### src/rtl/riscv_hazard_ctrl_if.sv
// ---------------------------------------------------------------------------
// riscv_hazard_ctrl_if
// Bundle between the 5-stage pipeline and its hazard/flow controller.
//   Pipeline -> controller : ID source registers and opcode, EX/MEM/WB
//                            destination registers and writeback enables,
//                            EX load flag, EX taken-branch flag, MEM request,
//                            data-memory ready.
//   Controller -> pipeline : per-register stall and flush enables, sticky
//                            memory timeout flag, stall/flush event counters.
// Modports:
//   master - pipeline side (drives status, receives controls)
//   slave  - hazard controller side
// ---------------------------------------------------------------------------
interface riscv_hazard_ctrl_if #(
    parameter int REG_AW = 5,
    parameter int CNT_W  = 16
);
    logic [REG_AW-1:0] ID_rs1_i;
    logic [REG_AW-1:0] ID_rs2_i;
    logic [6:0]        ID_opcode_i;
    logic [REG_AW-1:0] EX_rd_i;
    logic [REG_AW-1:0] MEM_rd_i;
    logic [REG_AW-1:0] WB_rd_i;
    logic              EX_RegWr_en;
    logic              MEM_RegWr_en;
    logic              WB_RegWr_en;
    logic              EX_MemRd_en;
    logic              EX_Br_taken_i;
    logic              MEM_Req_i;
    logic              DMEM_ready_i;

    logic              PC_stall_o;
    logic              IFID_stall_o;
    logic              IDEX_stall_o;
    logic              EXMEM_stall_o;
    logic              WB_stall_o;
    logic              IFID_flush_o;
    logic              IDEX_flush_o;
    logic              EXMEM_flush_o;
    logic              WB_flush_o;
    logic              mem_timeout_o;
    logic [CNT_W-1:0]  stall_cnt_o;
    logic [CNT_W-1:0]  flush_cnt_o;

    modport master (
        output ID_rs1_i, ID_rs2_i, ID_opcode_i,
        output EX_rd_i, MEM_rd_i, WB_rd_i,
        output EX_RegWr_en, MEM_RegWr_en, WB_RegWr_en,
        output EX_MemRd_en, EX_Br_taken_i, MEM_Req_i, DMEM_ready_i,
        input  PC_stall_o, IFID_stall_o, IDEX_stall_o, EXMEM_stall_o, WB_stall_o,
        input  IFID_flush_o, IDEX_flush_o, EXMEM_flush_o, WB_flush_o,
        input  mem_timeout_o, stall_cnt_o, flush_cnt_o
    );

    modport slave (
        input  ID_rs1_i, ID_rs2_i, ID_opcode_i,
        input  EX_rd_i, MEM_rd_i, WB_rd_i,
        input  EX_RegWr_en, MEM_RegWr_en, WB_RegWr_en,
        input  EX_MemRd_en, EX_Br_taken_i, MEM_Req_i, DMEM_ready_i,
        output PC_stall_o, IFID_stall_o, IDEX_stall_o, EXMEM_stall_o, WB_stall_o,
        output IFID_flush_o, IDEX_flush_o, EXMEM_flush_o, WB_flush_o,
        output mem_timeout_o, stall_cnt_o, flush_cnt_o
    );
endinterface

### src/rtl/riscv_hazard_ctrl.sv
// ---------------------------------------------------------------------------
// riscv_hazard_ctrl
// Hazard and flow controller for the 5-stage RISC-V pipeline. It is the only
// source of the stall/flush enables for PC, IF/ID, ID/EX, EX/MEM and MEM/WB.
// Priority, highest first: data-memory wait, taken-branch flush, RAW hazard.
// Ports:
//   clk_i    - clock, rising edge
//   rst_n_i  - asynchronous active-low reset; while low all stalls are 0
//              and all flushes are 1
//   hz       - riscv_hazard_ctrl_if.slave: pipeline status in, controls,
//              sticky timeout flag and saturating event counters out
// Stall/flush outputs are combinational from inputs plus registered state;
// the FSM, counters and timeout flag update on the rising clock edge.
// ---------------------------------------------------------------------------
module riscv_hazard_ctrl #(
    parameter int REG_AW    = 5,
    parameter int FWD_EN    = 1,
    parameter int WB_HAZ    = 1,
    parameter int FLUSH_CYC = 1,
    parameter int MEM_TMO   = 15,
    parameter int CNT_W     = 16
) (
    input logic                 clk_i,
    input logic                 rst_n_i,
    riscv_hazard_ctrl_if.slave  hz
);

    typedef enum logic [1:0] {
        ST_RUN   = 2'd0,
        ST_FLUSH = 2'd1,
        ST_WAIT  = 2'd2
    } state_t;

    localparam int              WCW         = $clog2(MEM_TMO + 1);
    localparam logic [WCW-1:0]  TMO_V       = WCW'(MEM_TMO);
    localparam logic [WCW-1:0]  WCNT_ONE    = WCW'(32'd1);
    localparam logic [2:0]      FLUSH_LOAD  = 3'(FLUSH_CYC - 1);
    localparam bit              MULTI_FLUSH = (FLUSH_CYC > 1);
    localparam logic [CNT_W-1:0] CNT_ONE    = CNT_W'(32'd1);
    localparam logic [CNT_W-1:0] CNT_MAX    = {CNT_W{1'b1}};

    localparam logic [6:0] OP_JAL   = 7'b1101111;
    localparam logic [6:0] OP_LUI   = 7'b0110111;
    localparam logic [6:0] OP_AUIPC = 7'b0010111;
    localparam logic [6:0] OP_REG   = 7'b0110011;
    localparam logic [6:0] OP_BR    = 7'b1100011;
    localparam logic [6:0] OP_ST    = 7'b0100011;

    // Decode helpers: which ID sources are real operands.
    function automatic logic uses_rs1(input logic [6:0] op);
        return !((op == OP_JAL) || (op == OP_LUI) || (op == OP_AUIPC));
    endfunction

    function automatic logic uses_rs2(input logic [6:0] op);
        return (op == OP_REG) || (op == OP_BR) || (op == OP_ST);
    endfunction

    // A used, non-x0 source that matches a writing producer.
    function automatic logic src_hit(input logic              used,
                                     input logic [REG_AW-1:0] src,
                                     input logic              wr_en,
                                     input logic [REG_AW-1:0] rd);
        return used && (src != {REG_AW{1'b0}}) && wr_en && (src == rd);
    endfunction

    state_t           state_r;
    state_t           saved_r;
    logic [2:0]       flush_left_r;
    logic [WCW-1:0]   wait_cnt_r;
    logic             timeout_r;
    logic [CNT_W-1:0] stall_cnt_r;
    logic [CNT_W-1:0] flush_cnt_r;

    logic rs1_used_s, rs2_used_s;
    logic ex_hit_s, mem_hit_s, wb_hit_s;
    logic raw_s;
    logic mem_wait_s;
    logic flush_phase_s;
    logic branch_s;
    logic pc_stall_s, ifid_stall_s, idex_stall_s, exmem_stall_s;
    logic ifid_flush_s, idex_flush_s, exmem_flush_s, wb_flush_s;

    // Operand use and producer matching for the ID instruction.
    always_comb begin
        rs1_used_s = uses_rs1(hz.ID_opcode_i);
        rs2_used_s = uses_rs2(hz.ID_opcode_i);
        ex_hit_s   = src_hit(rs1_used_s, hz.ID_rs1_i, hz.EX_RegWr_en, hz.EX_rd_i)
                   | src_hit(rs2_used_s, hz.ID_rs2_i, hz.EX_RegWr_en, hz.EX_rd_i);
        mem_hit_s  = src_hit(rs1_used_s, hz.ID_rs1_i, hz.MEM_RegWr_en, hz.MEM_rd_i)
                   | src_hit(rs2_used_s, hz.ID_rs2_i, hz.MEM_RegWr_en, hz.MEM_rd_i);
        wb_hit_s   = src_hit(rs1_used_s, hz.ID_rs1_i, hz.WB_RegWr_en, hz.WB_rd_i)
                   | src_hit(rs2_used_s, hz.ID_rs2_i, hz.WB_RegWr_en, hz.WB_rd_i);
    end

    // RAW hazard: with forwarding only a load in EX can't be bypassed in time.
    always_comb begin
        if (FWD_EN != 0) begin
            raw_s = hz.EX_MemRd_en & ex_hit_s;
        end else if (WB_HAZ != 0) begin
            raw_s = ex_hit_s | mem_hit_s | wb_hit_s;
        end else begin
            raw_s = ex_hit_s | mem_hit_s;
        end
    end

    // Flush phase also covers the ready cycle of a wait that interrupted a
    // flush, so the remaining bubbles follow the wait without a gap.
    always_comb begin
        mem_wait_s    = hz.MEM_Req_i & ~hz.DMEM_ready_i;
        flush_phase_s = (state_r == ST_FLUSH) ||
                        ((state_r == ST_WAIT) && (saved_r == ST_FLUSH));
        branch_s      = hz.EX_Br_taken_i | flush_phase_s;
    end

    // Prioritised stall/flush selection.
    always_comb begin
        pc_stall_s    = 1'b0;
        ifid_stall_s  = 1'b0;
        idex_stall_s  = 1'b0;
        exmem_stall_s = 1'b0;
        ifid_flush_s  = 1'b0;
        idex_flush_s  = 1'b0;
        exmem_flush_s = 1'b0;
        wb_flush_s    = 1'b0;
        if (mem_wait_s) begin
            // Freeze everything up to EX/MEM; WB gets a bubble so the waiting
            // access does not write back twice.
            pc_stall_s    = 1'b1;
            ifid_stall_s  = 1'b1;
            idex_stall_s  = 1'b1;
            exmem_stall_s = 1'b1;
            wb_flush_s    = 1'b1;
        end else if (branch_s) begin
            ifid_flush_s  = 1'b1;
            idex_flush_s  = hz.EX_Br_taken_i;
        end else if (raw_s) begin
            pc_stall_s    = 1'b1;
            ifid_stall_s  = 1'b1;
            idex_flush_s  = 1'b1;
        end else begin
            pc_stall_s    = 1'b0;
            idex_flush_s  = 1'b0;
        end
    end

    // Reset forces the pipeline into a fully flushed, non-stalled state.
    assign hz.PC_stall_o    = rst_n_i & pc_stall_s;
    assign hz.IFID_stall_o  = rst_n_i & ifid_stall_s;
    assign hz.IDEX_stall_o  = rst_n_i & idex_stall_s;
    assign hz.EXMEM_stall_o = rst_n_i & exmem_stall_s;
    assign hz.WB_stall_o    = 1'b0;
    assign hz.IFID_flush_o  = ~rst_n_i | ifid_flush_s;
    assign hz.IDEX_flush_o  = ~rst_n_i | idex_flush_s;
    assign hz.EXMEM_flush_o = ~rst_n_i | exmem_flush_s;
    assign hz.WB_flush_o    = ~rst_n_i | wb_flush_s;
    assign hz.mem_timeout_o = timeout_r;
    assign hz.stall_cnt_o   = stall_cnt_r;
    assign hz.flush_cnt_o   = flush_cnt_r;

    // Flow FSM: RUN / FLUSH / WAIT with flush and wait counters, timeout flag.
    always_ff @(posedge clk_i or negedge rst_n_i) begin
        if (!rst_n_i) begin
            state_r      <= ST_RUN;
            saved_r      <= ST_RUN;
            flush_left_r <= 3'd0;
            wait_cnt_r   <= {WCW{1'b0}};
            timeout_r    <= 1'b0;
        end else begin
            case (state_r)
                ST_RUN: begin
                    if (mem_wait_s) begin
                        state_r    <= ST_WAIT;
                        saved_r    <= ST_RUN;
                        wait_cnt_r <= {WCW{1'b0}};
                    end else if (hz.EX_Br_taken_i && MULTI_FLUSH) begin
                        state_r      <= ST_FLUSH;
                        flush_left_r <= FLUSH_LOAD;
                    end else begin
                        state_r <= ST_RUN;
                    end
                end
                ST_FLUSH: begin
                    if (mem_wait_s) begin
                        // Flush counter is frozen for the duration of the wait.
                        state_r    <= ST_WAIT;
                        saved_r    <= ST_FLUSH;
                        wait_cnt_r <= {WCW{1'b0}};
                    end else if (hz.EX_Br_taken_i) begin
                        flush_left_r <= FLUSH_LOAD;
                    end else if (flush_left_r > 3'd1) begin
                        flush_left_r <= flush_left_r - 3'd1;
                    end else begin
                        state_r      <= ST_RUN;
                        flush_left_r <= 3'd0;
                    end
                end
                ST_WAIT: begin
                    if (mem_wait_s) begin
                        if (wait_cnt_r != TMO_V) begin
                            wait_cnt_r <= wait_cnt_r + WCNT_ONE;
                        end else begin
                            wait_cnt_r <= wait_cnt_r;
                        end
                        if (wait_cnt_r == (TMO_V - WCNT_ONE)) begin
                            timeout_r <= 1'b1;
                        end else begin
                            timeout_r <= timeout_r;
                        end
                    end else if (hz.EX_Br_taken_i && MULTI_FLUSH) begin
                        state_r      <= ST_FLUSH;
                        flush_left_r <= FLUSH_LOAD;
                    end else if ((saved_r == ST_FLUSH) && (flush_left_r > 3'd1)) begin
                        // Ready cycle already counted as one flush cycle.
                        state_r      <= ST_FLUSH;
                        flush_left_r <= flush_left_r - 3'd1;
                    end else begin
                        state_r      <= ST_RUN;
                        flush_left_r <= 3'd0;
                    end
                end
                default: begin
                    state_r      <= ST_RUN;
                    flush_left_r <= 3'd0;
                end
            endcase
        end
    end

    // Saturating stall and flush event counters.
    always_ff @(posedge clk_i or negedge rst_n_i) begin
        if (!rst_n_i) begin
            stall_cnt_r <= {CNT_W{1'b0}};
            flush_cnt_r <= {CNT_W{1'b0}};
        end else begin
            if (pc_stall_s && (stall_cnt_r != CNT_MAX)) begin
                stall_cnt_r <= stall_cnt_r + CNT_ONE;
            end else begin
                stall_cnt_r <= stall_cnt_r;
            end
            // A branch held in EX by a memory wait is counted once, when it
            // actually takes effect.
            if (hz.EX_Br_taken_i && !mem_wait_s && (flush_cnt_r != CNT_MAX)) begin
                flush_cnt_r <= flush_cnt_r + CNT_ONE;
            end else begin
                flush_cnt_r <= flush_cnt_r;
            end
        end
    end

endmodule

### src/flat_wrapper.sv
// flat-port wrapper written by rule: the top's interface ports become plain ports
module riscv_hazard_ctrl_flat 
#(
    parameter int REG_AW    = 5,
    parameter int FWD_EN    = 1,
    parameter int WB_HAZ    = 1,
    parameter int FLUSH_CYC = 1,
    parameter int MEM_TMO   = 15,
    parameter int CNT_W     = 16
)
  (clk_i, rst_n_i, hz_ID_rs1_i, hz_ID_rs2_i, hz_ID_opcode_i, hz_EX_rd_i, hz_MEM_rd_i, hz_WB_rd_i, hz_EX_RegWr_en, hz_MEM_RegWr_en, hz_WB_RegWr_en, hz_EX_MemRd_en, hz_EX_Br_taken_i, hz_MEM_Req_i, hz_DMEM_ready_i, hz_PC_stall_o, hz_IFID_stall_o, hz_IDEX_stall_o, hz_EXMEM_stall_o, hz_WB_stall_o, hz_IFID_flush_o, hz_IDEX_flush_o, hz_EXMEM_flush_o, hz_WB_flush_o, hz_mem_timeout_o, hz_stall_cnt_o, hz_flush_cnt_o);
  riscv_hazard_ctrl_if #(.REG_AW(REG_AW), .CNT_W(CNT_W)) hz_i ();
  input logic clk_i;
  input logic rst_n_i;
  input wire logic [$bits(hz_i.ID_rs1_i)-1:0] hz_ID_rs1_i;
  input wire logic [$bits(hz_i.ID_rs2_i)-1:0] hz_ID_rs2_i;
  input wire logic [$bits(hz_i.ID_opcode_i)-1:0] hz_ID_opcode_i;
  input wire logic [$bits(hz_i.EX_rd_i)-1:0] hz_EX_rd_i;
  input wire logic [$bits(hz_i.MEM_rd_i)-1:0] hz_MEM_rd_i;
  input wire logic [$bits(hz_i.WB_rd_i)-1:0] hz_WB_rd_i;
  input wire logic [$bits(hz_i.EX_RegWr_en)-1:0] hz_EX_RegWr_en;
  input wire logic [$bits(hz_i.MEM_RegWr_en)-1:0] hz_MEM_RegWr_en;
  input wire logic [$bits(hz_i.WB_RegWr_en)-1:0] hz_WB_RegWr_en;
  input wire logic [$bits(hz_i.EX_MemRd_en)-1:0] hz_EX_MemRd_en;
  input wire logic [$bits(hz_i.EX_Br_taken_i)-1:0] hz_EX_Br_taken_i;
  input wire logic [$bits(hz_i.MEM_Req_i)-1:0] hz_MEM_Req_i;
  input wire logic [$bits(hz_i.DMEM_ready_i)-1:0] hz_DMEM_ready_i;
  output wire logic [$bits(hz_i.PC_stall_o)-1:0] hz_PC_stall_o;
  output wire logic [$bits(hz_i.IFID_stall_o)-1:0] hz_IFID_stall_o;
  output wire logic [$bits(hz_i.IDEX_stall_o)-1:0] hz_IDEX_stall_o;
  output wire logic [$bits(hz_i.EXMEM_stall_o)-1:0] hz_EXMEM_stall_o;
  output wire logic [$bits(hz_i.WB_stall_o)-1:0] hz_WB_stall_o;
  output wire logic [$bits(hz_i.IFID_flush_o)-1:0] hz_IFID_flush_o;
  output wire logic [$bits(hz_i.IDEX_flush_o)-1:0] hz_IDEX_flush_o;
  output wire logic [$bits(hz_i.EXMEM_flush_o)-1:0] hz_EXMEM_flush_o;
  output wire logic [$bits(hz_i.WB_flush_o)-1:0] hz_WB_flush_o;
  output wire logic [$bits(hz_i.mem_timeout_o)-1:0] hz_mem_timeout_o;
  output wire logic [$bits(hz_i.stall_cnt_o)-1:0] hz_stall_cnt_o;
  output wire logic [$bits(hz_i.flush_cnt_o)-1:0] hz_flush_cnt_o;
  assign hz_i.ID_rs1_i = hz_ID_rs1_i;
  assign hz_i.ID_rs2_i = hz_ID_rs2_i;
  assign hz_i.ID_opcode_i = hz_ID_opcode_i;
  assign hz_i.EX_rd_i = hz_EX_rd_i;
  assign hz_i.MEM_rd_i = hz_MEM_rd_i;
  assign hz_i.WB_rd_i = hz_WB_rd_i;
  assign hz_i.EX_RegWr_en = hz_EX_RegWr_en;
  assign hz_i.MEM_RegWr_en = hz_MEM_RegWr_en;
  assign hz_i.WB_RegWr_en = hz_WB_RegWr_en;
  assign hz_i.EX_MemRd_en = hz_EX_MemRd_en;
  assign hz_i.EX_Br_taken_i = hz_EX_Br_taken_i;
  assign hz_i.MEM_Req_i = hz_MEM_Req_i;
  assign hz_i.DMEM_ready_i = hz_DMEM_ready_i;
  assign hz_PC_stall_o = hz_i.PC_stall_o;
  assign hz_IFID_stall_o = hz_i.IFID_stall_o;
  assign hz_IDEX_stall_o = hz_i.IDEX_stall_o;
  assign hz_EXMEM_stall_o = hz_i.EXMEM_stall_o;
  assign hz_WB_stall_o = hz_i.WB_stall_o;
  assign hz_IFID_flush_o = hz_i.IFID_flush_o;
  assign hz_IDEX_flush_o = hz_i.IDEX_flush_o;
  assign hz_EXMEM_flush_o = hz_i.EXMEM_flush_o;
  assign hz_WB_flush_o = hz_i.WB_flush_o;
  assign hz_mem_timeout_o = hz_i.mem_timeout_o;
  assign hz_stall_cnt_o = hz_i.stall_cnt_o;
  assign hz_flush_cnt_o = hz_i.flush_cnt_o;
  riscv_hazard_ctrl #(.REG_AW(REG_AW), .FWD_EN(FWD_EN), .WB_HAZ(WB_HAZ), .FLUSH_CYC(FLUSH_CYC), .MEM_TMO(MEM_TMO), .CNT_W(CNT_W)) u_core (.clk_i(clk_i), .rst_n_i(rst_n_i), .hz(hz_i));
endmodule
### config.mk
export PLATFORM = sky130hd
export DESIGN_NAME = riscv_hazard_ctrl_flat
export DESIGN_NICKNAME = d
export VERILOG_FILES = /design/src/rtl/riscv_hazard_ctrl_if.sv /design/src/rtl/riscv_hazard_ctrl.sv /design/src/flat_wrapper.sv
export SDC_FILE = /design/constraint.sdc
export NUM_CORES = 1
export LEC_CHECK = 0
export ABC_CLOCK_PERIOD_IN_PS = 6680
export CAP_MARGIN = 25
export CORE_MARGIN = 8
export CORE_UTILIZATION = 50
export CTS_CLUSTER_SIZE = 12
export DETAILED_ROUTE_END_ITERATION = 8
export GPL_ROUTABILITY_DRIVEN = 1
export GPL_TIMING_DRIVEN = 0
export PLACE_DENSITY = 0.86
export SYNTH_ARGS = -nofsm -noshare
export SYNTH_HDL_FRONTEND = slang
export SYNTH_SLANG_ARGS = --single-unit
### constraint.sdc
create_clock -name clk_i -period 6.68 [get_ports clk_i]
set_input_delay 1.002 -clock clk_i [delete_from_list [all_inputs] [get_ports clk_i]]
set_output_delay 1.002 -clock clk_i [all_outputs]
set_load 0.005 [all_outputs]
Yosys cells after proc, flatten, opt, wreduce, memory -nomap -nowiden

Cells that the tools add are included.

Bits of input ports: 41
Word-level logic and storage cells: 105
Bits in registers: 44
Output and inout bits: 42

Multiplexer cells: 28
Bitwise logic cells: 12
Reductions and logical operators: 29
Add/subtract/negate cells: 4
$lt $le $gt $ge: 1
Equal/unequal tests: 24

Operator list:

| kind                                                             | number |
|---|---|
| 16-bit by 1-bit adder with 16-bit output (second input constant) | 2 |
| 16-bit != test (second input constant)                           | 2 |
| 7-bit by 6-bit == test with 1-bit output (second input constant) | 3 |
| 3-bit 2-to-1 mux                                                 | 5 |
| 7-bit == test (second input constant)                            | 2 |
| 2-bit 2-to-1 mux                                                 | 7 |
| 4-bit 2-to-1 mux                                                 | 3 |
| 3-bit AND reduction                                              | 4 |
| 1-bit logical AND                                                | 11 |
| 5-bit == test                                                    | 2 |
| 5-bit nonzero test                                               | 2 |
| 1-bit 2-to-1 mux                                                 | 9 |
| 3-bit one-hot mux with 3 select lines                            | 1 |
| 2-bit by 1-bit != test with 1-bit output (second input constant) | 4 |
| 4-bit one-hot mux with 2 select lines                            | 1 |
| 7-bit by 5-bit == test with 1-bit output (second input constant) | 1 |
| 2-bit != test (second input constant)                            | 3 |
| 3-bit by 2-bit != test with 1-bit output (second input constant) | 2 |
| 2-bit one-hot mux with 3 select lines                            | 1 |
| 1-bit logical OR                                                 | 5 |
| 1-bit OR                                                         | 5 |
| 4-bit by 1-bit adder with 4-bit output (second input constant)   | 1 |
| 1-bit AND                                                        | 4 |
| 2-bit by 1-bit == test with 1-bit output (second input constant) | 2 |
| 12 further kinds                                                 | 16 |

Depth between registers and ports, before layout

Gate-level depths: netlist of run 1.

Depth after elaboration: 13
Mapped depth: 10
Depth with buffers taken out: 8

Least setup slack after synthesis of run 1

Ideal clock, no wire load.

Path kind: input-to-output
Start: input hz_ID_rs1_i[0]
End: output hz_PC_stall_o
Required time: 5.678 ns
Buffers on the path: 1
Stages: 6
Setup slack: 3.447 ns
Data arrival time: 2.231 ns
Cells stage by stage: or4_1 o211ai_2 nor3_1 o21ai_0 a21oi_1 buf_4

Word-level cells in the longest chain between the ends: 10
Elaborated cells on any way between the ends: 11
Classes of those cells: eq/ne: 1; mux: 3; bitwise: 3; reduce/logical: 4

RTL lines:

| what                            | RTL line                | text |
|---|---|---|
| from (decl)                     | flat_wrapper.sv:15      | `input wire logic [$bits(hz_i.ID_rs1_i)-1:0] hz_ID_rs1_i;` |
| 5-bit nonzero test              | riscv_hazard_ctrl.sv:63 | `return used && (src != {REG_AW{1'b0}}) && wr_en && (src == rd);` |
| 1-bit logical AND (2 in a row)  | riscv_hazard_ctrl.sv:63 |  |
| 1-bit logical AND *             | riscv_hazard_ctrl.sv:63 |  |
| 1-bit OR *                      | riscv_hazard_ctrl.sv:88 | `\| src_hit(rs2_used_s, hz.ID_rs2_i, hz.EX_RegWr_en, hz.EX_rd_i);` |
| 1-bit AND *                     | riscv_hazard_ctrl.sv:98 | `raw_s = hz.EX_MemRd_en & ex_hit_s;` |
| 1-bit 2-to-1 mux * (3 in a row) | n/a                     |  |
| 1-bit AND *                     | n/a                     |  |
| to (decl)                       | flat_wrapper.sv:28      | `output wire logic [$bits(hz_i.PC_stall_o)-1:0] hz_PC_stall_o;` |

Mark *: on every way between the ends. The rest lies on a longest branch, timed or not.

Worst setup path in the final report of run 1

Start: input hz_ID_rs1_i[0]
End: output hz_PC_stall_o

Word-level cells in the longest chain between the ends: 10
Elaborated cells on any way between the ends: 11
Classes of those cells: eq/ne: 1; mux: 3; bitwise: 3; reduce/logical: 4

RTL lines:

| what                           | RTL line                 | text |
|---|---|---|
| 5-bit nonzero test             | riscv_hazard_ctrl.sv:63  |  |
| 1-bit logical AND (2 in a row) | riscv_hazard_ctrl.sv:63  |  |
| 1-bit logical AND *            | riscv_hazard_ctrl.sv:63  |  |
| 1-bit OR *                     | riscv_hazard_ctrl.sv:88  |  |
| 1-bit AND *                    | riscv_hazard_ctrl.sv:98  |  |
| 1-bit 2-to-1 mux *             | riscv_hazard_ctrl.sv:136 | `end else if (raw_s) begin` |
| 1-bit 2-to-1 mux *             | riscv_hazard_ctrl.sv:133 | `end else if (branch_s) begin` |
| 1-bit 2-to-1 mux *             | riscv_hazard_ctrl.sv:125 | `if (mem_wait_s) begin` |
| 1-bit AND *                    | riscv_hazard_ctrl.sv:147 | `assign hz.PC_stall_o = rst_n_i & pc_stall_s;` |

Marks and branches as above.

==> results.toml, run 1 <==
[status]
outcome = "finished clean"

[critical_path]
reg2reg_slack_ps = 4000
crit_top_cell = "clkdlybuf4s50_1"
critical_path_arrival_ps = 3350
cp.required_ps = 5680
path_depth = 8
crit_path_end_kind = "output pin"
startpoint = "hz_ID_rs1_i[0]"
timing.rr.start = "u_core.state_r[0]$_DFFE_PN0P_"
startpoint_type = "input pin"
r2r-end = "u_core.hz.stall_cnt_o[10]$_DFFE_PN0P_"
ff2ff_path_depth = 9
path_class = "in -> out"
path_cells = "clkdlybuf4s50_1 > or4_1 > o211ai_2 > nor3_1 > o21ai_0 > a21oi_1 > buf_4 > clkdlybuf4s50_1"
crit_fanout = 2
max_stage_delay_ps = 550
critPathBufInv = 3
slowest_stage = "or4_1"
cp_top_family = "buffers and inverters"

[cells_and_area]
drive_gt1_share_pct = 7.92
layoutNonFillerInstCount = 411
n_antenna_cell = 0
fin_nets = 391
syn_to_final_growth_pct = 34.8

[power]
combPwrFrac_pct = 30.3
p_per_area_nw_per_um2 = 224
p_seq_share_pct = 48.1
power.internal_uw = 518
vdd_ir_drop_max_v = 0.000196
p_clk_share_pct = 21.6
p_sw_uw = 243
p_leak_uw = 0.00143
swShare_pct = 31.9

[die]
die_h_um = 87.1
initial_core_util_pct = 50.8
io_pins = 83
die_w_um = 87.1
core_um2 = 4980
die-area_um2 = 7590
rows = 26

[synth]
synth_cells = 263
synth_top_area_share_pct = 42.6
synth_ff_type = "dfrtp_1"
synth_area_leader_cell = "dfrtp_1"
yosysWarningCount = 0
synth-edff-count = 0
syn_area_per_cell_um2 = 9.61
synth-async-reset-ratio_pct = 100
netlist_area_um2 = 2530
synth_area_leaders = "dfrtp_1, xnor2_1, nand2_1, xor2_1, ha_1"
ys_seq_area_share_pct = 42.6
synthDistinctLibCells = 48
ys_ff_latch = 43
synth_fp_nets = 314

[worst_hold_path]
holdPathEnd = "u_core.flush_left_r[2]$_DFFE_PN0P_"
holdCritPathClass = "reg -> reg"
worstHoldStart = "u_core.flush_left_r[2]$_DFFE_PN0P_"
hold_depth = 1

[routing]
drc = 0
antenna_left = 0
vias_per_cell = 5.36
initialDrtViolationCount = 74
routed_wl_um = 6130
wl_per_cell_um = 14.9
dr.pass1.iters = 4
vias = 2201

[sta]
rsz0062_at_grt = "no"
hold_viol = 0
setup_tns_ps = 0
fin_crit_ps = 4350
skew_ps = 4.39
setup_viol = 0
fmax_ghz = 0.230
tightest_slew_ps = 639
period_share_pct = 65.1
max_slew_margin_pct = 57.4
drv_slew = 0

[job]
maxCapViolations = 0

[grt]
antenna_found_initial = 0
grt_pass1_vias = 2310
grt_usage_pct = 17.3
overflow = 0
grt_max_degree = 43
grt_pass1_wl_um = 10400

[clocking]
htree_levels = 2
postCtsSetupRepairBufs = 0
clk-insertion-delay-late_ps = 300
cts_tree = "done"
cts_made_buffers = 5
cts_hold_buf = 0
cts_resized = 0
clockBufferDepth = 2
cts_num_sinks = 43
clk_pin_slew_worst_paths_ps = 80
cts-root-buf = "clkbuf_8"

[placement]
place_congestion = 0.833
numPortBuffers = 69
dpl.hpwl_um = 4730
dp_cells = 403
stage by stage:
step           area [um^2]  hold WS (ps)  util [%]  setup slack, ps  power [uW]
2_1_floorplan         2530           445         -             3450         458
4_1_cts               3410           484      68.4             2320         769
3_3_place_gp          3310           457      66.4             1380         592
6_report              3410           482      68.4             2330         761
3_5_place_dp          3320           459      66.7             2340         603
5_1_grt               3410           491      68.4             2230         808
placed cells by master (no fill, tap or decap), types with 2 or more instances in the layout:
cell,Yosys,final
a21oi_1,3,3
and2_1,3,3
and3_1,3,3
buf_2,1,2
buf_4,3,3
clkbuf_1,2,3
clkbuf_8,0,5
clkdlybuf4s50_1,0,68
dfrtp_1,43,43
ha_1,10,10
inv_1,10,10
mux2_1,2,2
mux2_2,5,5
mux2i_1,2,2
nand2_1,38,38
nand3_1,17,17
nand4_1,8,8
nor2_1,22,22
nor2b_1,2,2
nor3_1,8,8
nor3b_1,2,2
nor4_1,4,4
nor4_2,2,2
o21ai_0,12,12
o21bai_1,2,2
o41ai_1,2,2
xnor2_1,20,20
xor2_1,15,15
how the worst max path moves through the flow:
| stage | to | slack [ps] |
|---|---|---|
| after floorplan | hz_PC_stall_o | 3450 |
| after global placement | hz_PC_stall_o | 1380 |
| after detailed placement | hz_PC_stall_o | 2340 |
| after CTS | hz_PC_stall_o | 2320 |
| after global routing | hz_PC_stall_o | 2230 |
| final | hz_PC_stall_o | 2330 |
cell families after synthesis:
family | count (synthesis) | share of synthesized area [%]
xor gates and xnor gates | 35 | 12.1
AOI/OAI and AO/OA | 31 | 9.46
muxes | 9 | 3.91
adders and majority gates | 10 | 4.95
other | 1 | 0.148
buffers and inverters | 17 | 3.32
and+or+nand+nor | 117 | 23.5
DFF | 43 | 42.6
registers in the layout, indices dropped and copies added, names as in the netlist:
register                 cells
u_core.hz.stall_cnt_o       16
u_core.wait_cnt_r            4
u_core.state_r               2
u_core.hz.mem_timeout_o      1
u_core.flush_left_r          3
u_core.saved_r               1
u_core.hz.flush_cnt_o       16
layer usage:
| metal | vias up | track usage, % | share of wire, % |
|---|---|---|---|
| met3 | 10 | 5.85 | 8.1 |
| met2 | 83 | 28.2 | 45 |
| li1 | 1071 | - | - |
| met4 | 0 | 6.56 | 1.6 |
| met1 | 1037 | 20.3 | 45 |
| met5 | - | 0 | 0 |
cell usage after synthesis (2+ instances only):
master and number:
nand3_1 17, nor4_2 2, nor4_1 4, xor2_1 15, nor2_1 22, and2_1 3
mux2i_1 2, buf_4 3, nand2_1 38, clkbuf_1 2, xnor2_1 20, nand4_1 8
nor2b_1 2, ha_1 10, inv_1 10, and3_1 3, nor3_1 8, o41ai_1 2
dfrtp_1 43, mux2_2 5, o21ai_0 12, nor3b_1 2, o21bai_1 2, mux2_1 2
a21oi_1 3
area by class of cell:
class | count | area (um^2)
Inverter | 10 | 37.5
Buffer | 7 | 46.3
Sequential cell | 43 | 1080
Tap cell | 70 | 87.6
Multi-Input combinational cell | 203 | 1370
Clock buffer | 6 | 72.6
Clock inverter | 2 | 12.5
Fill cell | 382 | 1570
Timing Repair Buffer | 70 | 706
power by group through the flow:
stage | logic (uW) | clock network [uW] | registers, uW
2_1_floorplan | 94.7 | 0 | 363
3_3_place_gp | 224 | 0 | 369
3_5_place_dp | 233 | 0 | 370
5_1_grt | 254 | 179 | 376
4_1_cts | 236 | 167 | 366
6_report | 231 | 164 | 366
(Power assumes the default switching activity.)
==> inputs of run 2 (changes only) <==
--- a/config.mk
+++ b/config.mk
@@ -5,15 +5,15 @@
 export SDC_FILE = /design/constraint.sdc
 export NUM_CORES = 1
 export LEC_CHECK = 0
-export ABC_CLOCK_PERIOD_IN_PS = 6680
+export ABC_CLOCK_PERIOD_IN_PS = 3940
 export CAP_MARGIN = 25
 export CORE_MARGIN = 8
-export CORE_UTILIZATION = 50
+export CORE_UTILIZATION = 42
 export CTS_CLUSTER_SIZE = 12
 export DETAILED_ROUTE_END_ITERATION = 8
 export GPL_ROUTABILITY_DRIVEN = 1
 export GPL_TIMING_DRIVEN = 0
-export PLACE_DENSITY = 0.86
+export PLACE_DENSITY = 0.77
 export SYNTH_ARGS = -nofsm -noshare
 export SYNTH_HDL_FRONTEND = slang
 export SYNTH_SLANG_ARGS = --single-unit
==> constraint.sdc (replaced) <==
create_clock -name clk_i -period 3.94 [get_ports clk_i]
set_input_delay 0.591 -clock clk_i [delete_from_list [all_inputs] [get_ports clk_i]]
set_output_delay 0.591 -clock clk_i [all_outputs]
set_load 0.005 [all_outputs]
==> run 2 against run 1 <==
First-iteration DRC count is 8.1% higher. Worst hold slack worse by 340 ps. Core utilization is 10 points lower. Total power is 72% higher. Wire length is 0.11% lower. Via count is 0.73% higher. Setup slack worse by 1800 ps. Flip-flop and latch count stayed put. Sequential power is 69% higher. Critical endpoint unchanged.
==> results.toml, run 2 (synthesis gave the netlist of run 1 again) <==
[cells_and_area]
syn_to_final_growth_pct = 35.6
layout_commonest_cell = "clkdlybuf4s50_1"
fin_nets = 391
stdcell_area_um2 = 3430
mostFrequentLayoutCells = "clkdlybuf4s50_1, dfrtp_1, nand2_1"
drive_gt1_share_pct = 7.92
multi_input_area_um2 = 1370
register_area_um2 = 1080
fillers = 533
n_antenna_cell = 0

[placement]
place_congestion = 0.874
dpl.hpwl_um = 4780
post_dp_cell_area_um2 = 3330
numPortBuffers = 69
dpl_worst_slack_ps = 496

[routing]
routed_wl_um = 6120
vias = 2217
initialDrtViolationCount = 80
wl_per_cell_um = 14.7
vias_per_cell = 5.33
dr.pass1.iters = 4
antenna_left = 0
drc = 0

[sta]
final.setup.worst_slack_ps = 481
skew_ps = 7.30
fin_crit_ps = 3460
hold_slack_ps = 142
rsz0062_at_grt = "no"
setup_viol = 0
tightest_slew_ps = 630
hold_viol = 0
fmax_ghz = 0.289
drv_slew = 0
period_share_pct = 87.8
max_slew_margin_pct = 58.0

[grt]
antenna_found_initial = 0
grt_pass1_wl_um = 10400
grt_max_degree = 40
overflow = 0
grt_usage_pct = 14.5
grt_pass1_vias = 2272

[clocking]
clk-insertion-delay-late_ps = 290
clockBufferDepth = 2
cts_hold_buf = 0
cts_made_buffers = 5
htree_levels = 2
postCtsSetupRepairBufs = 0
clk_pin_slew_worst_paths_ps = 80
cts_tree = "done"
cts_num_sinks = 43
cts-root-buf = "clkbuf_8"
cts_resized = 0

[critical_path]
critical_path_arrival_ps = 2870
cp.required_ps = 3350
slowest_stage = "clkdlybuf4s50_1"
path_class = "in -> out"
max_stage_delay_ps = 490
reg2reg_slack_ps = 1290
crit_fanout = 3
ff2ff_path_depth = 9
r2r-end = "u_core.hz.stall_cnt_o[10]$_DFFE_PN0P_"
startpoint = "hz_ID_opcode_i[3]"
critPathBufInv = 3
cp_top_family = "buffers and inverters"
path_depth = 8
endpoint = "hz_PC_stall_o"
crit_top_cell = "clkdlybuf4s50_1"
crit_path_end_kind = "output pin"
timing.rr.start = "u_core.state_r[0]$_DFFE_PN0P_"
path_cells = "clkdlybuf4s50_1 > and4bb_1 > nand3_1 > a2111oi_4 > o21ai_0 > a21oi_1 > buf_4 > clkdlybuf4s50_1"
startpoint_type = "input pin"

[die]
die_w_um = 93.6
initial_core_util_pct = 42.9
die-area_um2 = 8760
io_pins = 83
core_um2 = 5890
rows = 28
die_h_um = 93.6

[power]
p_per_area_nw_per_um2 = 383
p_total_uw = 1310
p_leak_uw = 0.00144
vdd_ir_drop_max_v = 0.000297

[job]
maxCapViolations = 0

[status]
outcome = "finished clean"

[worst_hold_path]
holdCritPathClass = "in -> async"
## run 2: worst min path at each step
stage                                              from                              endpoint
floorplan                                       rst_n_i    u_core.flush_left_r[0]$_DFFE_PN0P_
global placement    u_core.hz.mem_timeout_o$_DFFE_PN0P_   u_core.hz.mem_timeout_o$_DFFE_PN0P_
detailed placement                              rst_n_i  u_core.hz.stall_cnt_o[9]$_DFFE_PN0P_
CTS                                             rst_n_i  u_core.hz.stall_cnt_o[9]$_DFFE_PN0P_
global route                                    rst_n_i  u_core.hz.stall_cnt_o[9]$_DFFE_PN0P_
finish                                          rst_n_i  u_core.hz.stall_cnt_o[9]$_DFFE_PN0P_
## run 2: final cells by class
cell class | count | area share, %
Buffer | 7 | 1.35
Timing Repair Buffer | 70 | 20.6
Sequential cell | 43 | 31.4
Tap cell | 75 | 2.74
Inverter | 10 | 1.10
Multi-Input combinational cell | 203 | 39.9
Clock buffer | 8 | 2.92
## run 2: per-stage QoR
step           setup TNS (ps)  instances  utilization, %
5_1_grt                     0        416            58.2
4_1_cts                     0        416            58.2
3_3_place_gp            -1410        407            56.3
2_1_floorplan               0        263               -
6_report                    0        416            58.2
3_5_place_dp                0        408            56.5
## run 2: where the power goes
| group | leakage (uW) | total [uW] | switching (uW) | internal, uW |
|---|---|---|---|---|
| sequential | 0.000557 | 620 | 105 | 515 |
| clock | 0.0000515 | 307 | 147 | 160 |
| combinational | 0.000831 | 386 | 148 | 238 |
## run 2: metal layers
layer | vias up | part of all wire (%) | track usage, %
li1 | 1073 | - | -
met1 | 1062 | 46 | 17.7
met2 | 75 | 46 | 23.8
met3 | 7 | 7.2 | 4.01
met4 | 0 | 1.5 | 5.15
met5 | - | 0 | 0
## run 2: worst register-to-register path: cells and delay by family, from the launching register on
kind | cells | cell delay (ps)
and+or+nand+nor | 2 | 500
muxes | 1 | 380
buffers and inverters | 2 | 290
AOI/OAI and AO/OA | 3 | 740
DFF | 1 | 440
adders and majority gates | 1 | 210
